--- src/rtl/traffic_signal_monitor.sv ---
// ---------------------------------------------------------------------------
// traffic_signal_monitor : checks two-direction lamp outputs for conflicts,
//                          illegal sequences and dwell-time violations
// Rev 1.0
// ---------------------------------------------------------------------------
`default_nettype none

module traffic_signal_monitor #(
  parameter int CNT_W   = 8,
  parameter int MIN_GRN = 4,
  parameter int MIN_YLW = 2,
  parameter int MAX_YLW = 6
) (
  input  logic       CK,
  input  logic       CLR,
  input  logic       GRN1,
  input  logic       YLW1,
  input  logic       RED1,
  input  logic       GRN2,
  input  logic       YLW2,
  input  logic       RED2,
  output logic [1:0] PH1,
  output logic [1:0] PH2,
  output logic       FAULT,
  output logic [2:0] FCODE,
  output logic       FDIR,
  output logic       FLASH
);

  localparam logic [1:0] C_PH_RED = 2'd0;
  localparam logic [1:0] C_PH_GRN = 2'd1;
  localparam logic [1:0] C_PH_YLW = 2'd2;

  localparam logic [1:0] C_ST_ARM  = 2'd0;
  localparam logic [1:0] C_ST_RUN  = 2'd1;
  localparam logic [1:0] C_ST_TRIP = 2'd2;

  localparam logic [2:0] C_F_NONE     = 3'd0;
  localparam logic [2:0] C_F_CONFLICT = 3'd1;
  localparam logic [2:0] C_F_ILLEGAL  = 3'd2;
  localparam logic [2:0] C_F_SHORTG   = 3'd3;
  localparam logic [2:0] C_F_SHORTY   = 3'd4;
  localparam logic [2:0] C_F_LONGY    = 3'd5;
  localparam logic [2:0] C_F_LAMP     = 3'd6;

  localparam logic [CNT_W-1:0] C_DWELL_SAT = '1;
  localparam logic [CNT_W-1:0] C_DWELL_ONE = CNT_W'(1);
  localparam logic [CNT_W-1:0] C_MIN_GRN   = CNT_W'(MIN_GRN);
  localparam logic [CNT_W-1:0] C_MIN_YLW   = CNT_W'(MIN_YLW);
  localparam logic [CNT_W-1:0] C_MAX_YLW   = CNT_W'(MAX_YLW);

  logic [2:0]       r_lamp  [2];   // {grn, ylw, red}
  logic             r_s_vld;       // S stage holds a real sample (not reset zeros)
  logic [1:0]       r_ph    [2];
  logic [CNT_W-1:0] r_dwell [2];
  logic [1:0]       r_seen;
  logic [1:0]       r_inv;
  logic [1:0]       r_state;
  logic             r_fault;
  logic [2:0]       r_fcode;
  logic             r_fdir;

  logic [1:0]       w_vld;
  logic [1:0]       w_inv;
  logic [1:0]       w_ph_dec    [2];
  logic [1:0]       w_ph_nxt    [2];
  logic [CNT_W-1:0] w_dwell_nxt [2];
  logic [2:0]       w_code      [2];
  logic             w_run;
  logic             w_conf;
  logic [2:0]       w_sel_code;
  logic             w_sel_dir;

  assign w_run = (r_state == C_ST_RUN);

  generate
    for (genvar d = 0; d < 2; d++) begin : g_dir
      logic w_chg;
      logic w_legal;
      logic w_ill;
      logic w_sg;
      logic w_sy;
      logic w_ly;
      logic w_lampf;
      logic [CNT_W-1:0] w_inc;

      assign w_vld[d] = r_s_vld && ((r_lamp[d] == 3'b100) || (r_lamp[d] == 3'b010) ||
                                    (r_lamp[d] == 3'b001));
      assign w_inv[d] = r_s_vld && !w_vld[d];
      assign w_ph_dec[d] = r_lamp[d][2] ? C_PH_GRN : (r_lamp[d][1] ? C_PH_YLW : C_PH_RED);
      assign w_chg = w_vld[d] && r_seen[d] && (w_ph_dec[d] != r_ph[d]);

      assign w_legal = ((r_ph[d] == C_PH_RED) && (w_ph_dec[d] == C_PH_GRN)) ||
                       ((r_ph[d] == C_PH_GRN) && (w_ph_dec[d] == C_PH_YLW)) ||
                       ((r_ph[d] == C_PH_YLW) && (w_ph_dec[d] == C_PH_RED));

      assign w_inc = (r_dwell[d] == C_DWELL_SAT) ? r_dwell[d] : r_dwell[d] + C_DWELL_ONE;
      assign w_ph_nxt[d] = w_vld[d] ? w_ph_dec[d] : r_ph[d];
      // First valid sample or a phase change restarts the dwell count
      assign w_dwell_nxt[d] = (w_vld[d] && (!r_seen[d] || w_chg)) ? C_DWELL_ONE :
                              (r_s_vld ? w_inc : r_dwell[d]);

      assign w_ill   = w_chg && !w_legal;
      assign w_sg    = w_chg && w_legal && (r_ph[d] == C_PH_GRN) && (r_dwell[d] < C_MIN_GRN);
      assign w_sy    = w_chg && w_legal && (r_ph[d] == C_PH_YLW) && (r_dwell[d] < C_MIN_YLW);
      assign w_ly    = r_s_vld && (w_ph_nxt[d] == C_PH_YLW) && (w_dwell_nxt[d] >= C_MAX_YLW);
      assign w_lampf = w_inv[d] && r_inv[d];

      assign w_code[d] = (w_run && w_ill) ? C_F_ILLEGAL :
                         (w_run && w_sg)  ? C_F_SHORTG  :
                         (w_run && w_sy)  ? C_F_SHORTY  :
                         (w_run && w_ly)  ? C_F_LONGY   :
                         w_lampf          ? C_F_LAMP    : C_F_NONE;
    end
  endgenerate

  assign w_conf = w_vld[0] && w_vld[1] && (w_ph_dec[0] != C_PH_RED) && (w_ph_dec[1] != C_PH_RED);

  // Lowest code wins; direction 1 wins ties
  always_comb begin
    w_sel_code = C_F_NONE;
    w_sel_dir  = 1'b0;
    if (w_conf) begin
      w_sel_code = C_F_CONFLICT;
    end else if ((w_code[0] != C_F_NONE) && ((w_code[1] == C_F_NONE) || (w_code[0] <= w_code[1]))) begin
      w_sel_code = w_code[0];
    end else if (w_code[1] != C_F_NONE) begin
      w_sel_code = w_code[1];
      w_sel_dir  = 1'b1;
    end
  end

  always_ff @(posedge CK) begin
    if (CLR) begin
      for (int d = 0; d < 2; d++) begin
        r_lamp[d]  <= 3'b000;
        r_ph[d]    <= C_PH_RED;
        r_dwell[d] <= '0;
      end
      r_s_vld <= 1'b0;
      r_seen  <= 2'b00;
      r_inv   <= 2'b00;
      r_state <= C_ST_ARM;
      r_fault <= 1'b0;
      r_fcode <= C_F_NONE;
      r_fdir  <= 1'b0;
    end else begin
      r_lamp[0] <= {GRN1, YLW1, RED1};
      r_lamp[1] <= {GRN2, YLW2, RED2};
      r_s_vld   <= 1'b1;
      for (int d = 0; d < 2; d++) begin
        r_ph[d]    <= w_ph_nxt[d];
        r_dwell[d] <= w_dwell_nxt[d];
      end
      r_seen <= r_seen | w_vld;
      r_inv  <= w_inv;
      case (r_state)
        C_ST_ARM, C_ST_RUN: begin
          if (w_sel_code != C_F_NONE) begin
            r_state <= C_ST_TRIP;
            r_fault <= 1'b1;
            r_fcode <= w_sel_code;
            r_fdir  <= w_sel_dir;
          end else if ((r_state == C_ST_ARM) && (&(r_seen | w_vld))) begin
            r_state <= C_ST_RUN;
          end
        end
        default: r_state <= C_ST_TRIP;
      endcase
    end
  end

  assign PH1   = r_ph[0];
  assign PH2   = r_ph[1];
  assign FAULT = r_fault;
  assign FCODE = r_fcode;
  assign FDIR  = r_fdir;
  assign FLASH = r_fault;

endmodule

`default_nettype wire
--- config.mk ---
export PLATFORM = sky130hd
export DESIGN_NAME = traffic_signal_monitor
export DESIGN_NICKNAME = d
export VERILOG_FILES = /design/src/rtl/traffic_signal_monitor.sv
export SDC_FILE = /design/constraint.sdc
export NUM_CORES = 1
export LEC_CHECK = 0
export ABC_CLOCK_PERIOD_IN_PS = 3600
export CAP_MARGIN = 40
export CORE_ASPECT_RATIO = 1.75
export CORE_UTILIZATION = 29
export DETAILED_ROUTE_END_ITERATION = 6
export PLACE_DENSITY_LB_ADDON = 0.25
export SLEW_MARGIN = 25
export SYNTH_ARGS = -nofsm -noshare
export SYNTH_HDL_FRONTEND = slang
export SYNTH_SLANG_ARGS = --single-unit
--- constraint.sdc ---
create_clock -name CK -period 3.6 [get_ports CK]
set_input_delay 1.08 -clock CK [delete_from_list [all_inputs] [get_ports CK]]
set_output_delay 1.08 -clock CK [all_outputs]
set_load 0.02 [all_outputs]
==> flow_summary.toml, run 1 <==
[cts]
hold_buffers = 0
ctsRootBufferMaster = "clkbuf_16"
worstSkewPairLatency_ps = 280
clock_sinks = 38
clock_path_buffers = 2
cts_tree = "yes"
cts_made_buffers = 5
cts_max_level = 2
path_clk_slew_ps = 60

[worst_setup_path]
crit_required_ps = 3830
cp_max_fo = 9
end_kind = "register"
cp_data_arrival_time_ps = 3590
path_class = "register to register"
critPathLaunchType = "register"

[synthesis]
synth.distinct_cells = 72
synth_area_per_cell_um2 = 8.21
yosysWarnings = 0
synth_cells = 296
yosysSeqAreaShare_pct = 31.3
synth_fp_nets = 309
synth_edf_count = 0
yosys-top-cells-area = "dfxtp_1 (31%), nor2_1 (4.6%), xor2_1 (4.0%), mux2i_1 (3.7%), a21oi_1 (3.3%)"
yosys_most_used_dff = "dfxtp_1"
ys_ff_latch = 38
yosysTopAreaCellShare_pct = 31.3
netlist_area_mm2 = 0.00243
yosys.area.top_type = "dfxtp_1"
ys_async_sr_fraction_pct = 0

[power]
cellLeakagePower_nw = 1.16
vdd_drop_max_v = 0.000182
power_mw = 1.23
power_density_mw_per_mm2 = 413

[timing]
slew_headroom_pct = 60.2
rsz0062_at_grt = "false"
max_freq_mhz = 298
worst_slew_pin_slew_ps = 592
fin_skew_ps = 4.49
fin_crit_sh_pct = 93.3
hold_violations = 0
drv_slew = 0
finalSetupTns_ps = 0
setup_viol = 0
finalCriticalPeriod_ps = 3360

[finish]
nets = 330
n_fill_cell = 819
diodes = 0
layout-drive-gt1-share_pct = 17.0
utilization_pct = 37.1
fin_cells = 408
syn_to_final_growth_pct = 22.2

[die]
die_x_um = 71.2
start_util_pct = 30.3
die-height_um = 123
die_area_mm2 = 0.00877
coreArea_mm2 = 0.00802
num_rows = 43
ios = 18

[global_route]
grt_pass1_wl_mm = 10.4
antenna_found_initial = 0
grt_usage_pct = 15.4
gr-total-overflow = 0
grt_pass1_vias = 2243
grt_start_max_net_pins = 20

[outcome]
status = "complete, but fails checks"
violations = "design-rule violations"

[route]
drtPass1Iterations = 6
drtAntennaViolNets = 0
wirelength_mm = 6.26
post_drt_wl_per_cell_um = 15.3
via_per_inst = 5.55
via_count = 2266
drt_iter0_drc = 133
drc_errors = 2

[placed_design]
dp.cells = 399
globalplace.congestion = 0.897
portBuffers = 17
hpwl_mm = 4.72

[flow_run]
cap_violations = 0

[worst_hold_path]
hold_class = "register to register"
-- state kept, by name, indices dropped and copies added (netlist names) --
name,cells
r_dwell,16
r_lamp,6
r_ph,4
FCODE,3
r_inv,2
r_seen,2
r_state,2
FAULT,1
FDIR,1
r_s_vld,1
-- critical path: stages (launching register included) --
cell and delay (ps):
dfxtp_2 360, or4_1 510, or4_4 430, a2111oi_4 270
o2111ai_2 170, a21boi_1 170, ha_1 300, nor2b_1 120
o21ai_0 80, a32oi_1 250, inv_2 110, mux2i_1 130
a311oi_1 280, a31o_1 130
-- Yosys cell counts (4+ instances only) --
cell       n
buf_2      4
nand3b_1   5
inv_1      8
nand4_1    6
nand2_1   20
o21a_1     4
nor2_1    30
nor3_1    13
xor2_1    11
ha_1       5
o21ai_0    8
a21oi_1   16
mux2i_1    9
dfxtp_1   38
nand2b_1   4
clkbuf_1  12
and3_1     7
nor2b_1   10
nand3_1   11
-- repair_timing --
| item | CTS | global route |
|---|---|---|
| setup endpoints to repair | 0 | 4 |
| setup buffers | 0 | 1 |
| resized for setup | 0 | 11 |
-- per-stage QoR --
stage	area (µm²)	hold slack, ps	setup slack [ps]
after CTS	2940	460	105
after global routing	2970	490	4.26
final	2970	459	240
after detailed placement	2740	451	121
after global placement	2740	447	185
after floorplan	2430	453	246
-- per-layer routing --
layer	GRT usage, %	share of wire, %	routed length, µm	vias to the layer above
met1	15.3	37	2330	1061
li1	-	-	-	1115
met3	1.87	3.5	217	20
met2	28.7	55	3430	70
met5	0	0	0	-
met4	11.3	4.4	276	0
-- report_power, final --
part	internal, mW	switching, mW	total (mW)
Combinational	0.0737	0.0879	0.162
Sequential	0.441	0.0270	0.468
Clock	0.416	0.181	0.597
Total	0.931	0.296	1.23
-- path summary, 6_finish.rpt --
check / startpoint / to / slack (ps) / cells past startpoint
hold reg to reg: FAULT / FAULT / 460 / 2
setup / recovery: r_dwell[0][11] / FCODE[2] / 240 / 13
setup reg to reg: r_dwell[0][11] / FCODE[2] / 240 / 13
hold / removal: FAULT / FAULT / 460 / 2
-- layout by cell type, fill, tap and decap left out, types with 5 or more instances in the layout --
master	netlist	layout
nand3b_1	5	5
mux2i_1	9	9
nand3_1	11	11
nor2_1	30	30
xor2_1	11	11
nand4_1	6	6
clkdlybuf4s50_1	0	17
nand2_1	20	20
nor2b_1	10	9
dfxtp_2	0	5
nor3_1	13	12
buf_4	1	18
inv_1	8	7
and3_1	7	7
a21oi_1	16	16
clkbuf_16	0	5
dfxtp_1	38	33
o21ai_0	8	8
-- cells by family after synthesis --
family / count (synthesis) / synth area share [%]
AO/OA/AOI/OAI: 71 / 22.6
XOR/XNOR: 14 / 5.04
adder cells (fa/ha/maj): 5 / 2.57
buffers and inverters: 30 / 5.66
flip-flops: 38 / 31.3
multiplexers: 9 / 3.71
AND/OR/NAND/NOR: 129 / 29.1
-- final cells by class --
cell class / instances / area, µm² / share of cell area (%)
Sequential cell: 38 / 767 / 25.8
Clock inverter: 2 / 60.1 / 2.02
Inverter: 9 / 33.8 / 1.14
Multi-Input combinational cell: 228 / 1550 / 52.3
Tap cell: 90 / 113 / 3.79
Timing Repair Buffer: 35 / 305 / 10.3
Clock buffer: 6 / 139 / 4.67
No activity file was read; power rests on OpenSTA's default activity.
==> run 2, diff against run 1 <==
- CORE_ASPECT_RATIO: 1.75 -> default
- CORE_MARGIN: default -> 8
==> run 2 against run 1 <==
  * Utilization down 1.4 points
  * Cell count up 3.4%
  * Via count down 1.7%
  * Combinational power about the same
  * Flip-flop and latch count unchanged
  * Global-route usage down 4.9 points
  * The run now ends clean
  * Critical endpoint is now FCODE[0]
  * First-iteration DRC count down 8.3%
  * Non-clock buffer count down 1
==> flow_summary.toml, run 2 (synthesis results as in run 1) <==
[finish]
multi_input_area_mm2 = 0.00157
reg.largest.list = "r_dwell x16, r_lamp x6, r_ph x4"
n_fill_cell = 869
diodes = 0
layout_common_cells = "dfxtp_1 (30), nor2_1 (30), nand2_1 (20)"
largest-register = "r_dwell"
syn_to_final_growth_pct = 19.8
ff_latch_area_um2 = 771
layout-drive-gt1-share_pct = 18.6
largest_reg_flops = 16
nets = 329

[flow_run]
cap_violations = 0

[route]
post_drt_wl_per_cell_um = 14.1
wirelength_mm = 5.95
via_count = 2228
via_per_inst = 5.28
drtAntennaViolNets = 0
drt_iter0_drc = 122
drtPass1Iterations = 4
drc_errors = 0

[timing]
drv_slew = 0
setup_viol = 0
fin_hold_ws_ps = 466
finalCriticalPeriod_ps = 3380
hold_violations = 0
fin_crit_sh_pct = 93.8
max_freq_mhz = 296
slew_headroom_pct = 66.6
finalSetupTns_ps = 0
fin_skew_ps = 5.90
worst_slew_pin_slew_ps = 497

[worst_setup_path]
crit_required_ps = 3820
critPathLaunchType = "register"
path_cells = "or4_1, or4_4, a2111oi_4, o2111ai_2, a21boi_2, ha_1, nor2b_1, o21ai_0, a32oi_1, inv_2, o22ai_1, a211oi_2, o31ai_2"
end_kind = "register"
path_buf_inv = 1
worstSetupPathDepth = 13
path_class = "register to register"
cp_max_fo = 7
cp_data_arrival_time_ps = 3590
crit_family = "compound AO/OA/AOI/OAI gates"
slowest_stage = "or4_1"
slowest_delay_ps = 490
worstRegToRegCells = 13

[die]
die-height_um = 108
start_util_pct = 29.7
ios = 18
die_x_um = 108
die_area_mm2 = 0.0116
num_rows = 33
coreArea_mm2 = 0.00818

[power]
pwr-share-seq_pct = 46.7
vdd_drop_max_v = 0.000124
internal_power_mw = 0.722
p_comb_share_pct = 16.0
swShare_pct = 27.9
power_density_mw_per_mm2 = 344
clkPwrFrac_pct = 37.3
cellLeakagePower_nw = 1.11
switchingPower_mw = 0.279

[worst_hold_path]
hold_class = "register to register"
holdPathStages = 2

[cts]
clock_sinks = 38
cts_resized = 0
cts_made_buffers = 5
hold_buffers = 0
worstSkewPairLatency_ps = 300
clock_path_buffers = 2
path_clk_slew_ps = 80
cts_tree = "yes"
post_cts_buffers = 0
ctsRootBufferMaster = "clkbuf_8"
cts_max_level = 2

[global_route]
grt_pass1_wl_mm = 9.95
grt_start_max_net_pins = 18
gr-total-overflow = 0
antenna_found_initial = 0
grt_usage_pct = 10.4
grt_pass1_vias = 2131

[placed_design]
portBuffers = 17
hpwl_mm = 4.46
globalplace.congestion = 0.836

[outcome]
status = "complete, no violations"
[run 2: cell count changes in the layout (fill, tap and decap cells not counted), moves of 2 or more]
cell and change:
clkinvlp_4 +2, clkbuf_8 +4, dfxtp_1 -3, dfxtp_2 +3, clkbuf_16 -5
[run 2: path summary, 6_finish.rpt]
check / startpoint / endpoint / slack [ps]
setup / recovery: r_dwell[0][13] / FCODE[0] / 220
hold / removal: FAULT / FAULT / 470
setup reg to reg: r_dwell[0][13] / FCODE[0] / 220
hold reg to reg: FAULT / FAULT / 470
[run 2: layout make-up]
cell class,count,area share (%)
inverters,9,1.16
well taps,105,4.51
clock buffers,5,2.36
repair buffers,34,10.2
multi-input cells,228,53.7
flip-flops and latches,38,26.5
clock inverters,3,1.55
[run 2: stage by stage]
step,util [%],total power [mW],setup WS (ps),area (µm²),instances
detailed placement,33.7,0.634,94.1,2760,414
global route,35.6,1.05,-23.5,2910,422
floorplan,-,0.580,246,2430,296
CTS,35.1,1.01,53.2,2870,422
finish,35.6,1.00,223,2910,422
global placement,33.7,0.632,174,2760,414
[run 2: routing by layer]
metal / global-route usage [%] / vias up / wire length (µm)
li1: - / 1126 / -
met1: 12.6 / 1059 / 2780
met2: 17.5 / 33 / 2820
met3: 2.69 / 10 / 265
met4: 3.57 / 0 / 85
met5: 0 / - / 0
[run 2: worst register-to-register path, delay by kind of cell (launching register included)]
family / cells / cell delay, ps
DFF: 1 / 390
and+or+nand+nor: 3 / 1050
adders and majority gates: 1 / 290
AOI/OAI and AO/OA: 8 / 1460
buffers and inverters: 1 / 110
[run 2: power by group through the flow]
stage / logic [mW] / registers, mW / clock network (mW)
final: 0.160 / 0.467 / 0.373
after global routing: 0.176 / 0.472 / 0.402
after CTS: 0.159 / 0.466 / 0.387
after detailed placement: 0.158 / 0.476 / 0
after global placement: 0.157 / 0.475 / 0
after floorplan: 0.107 / 0.472 / 0
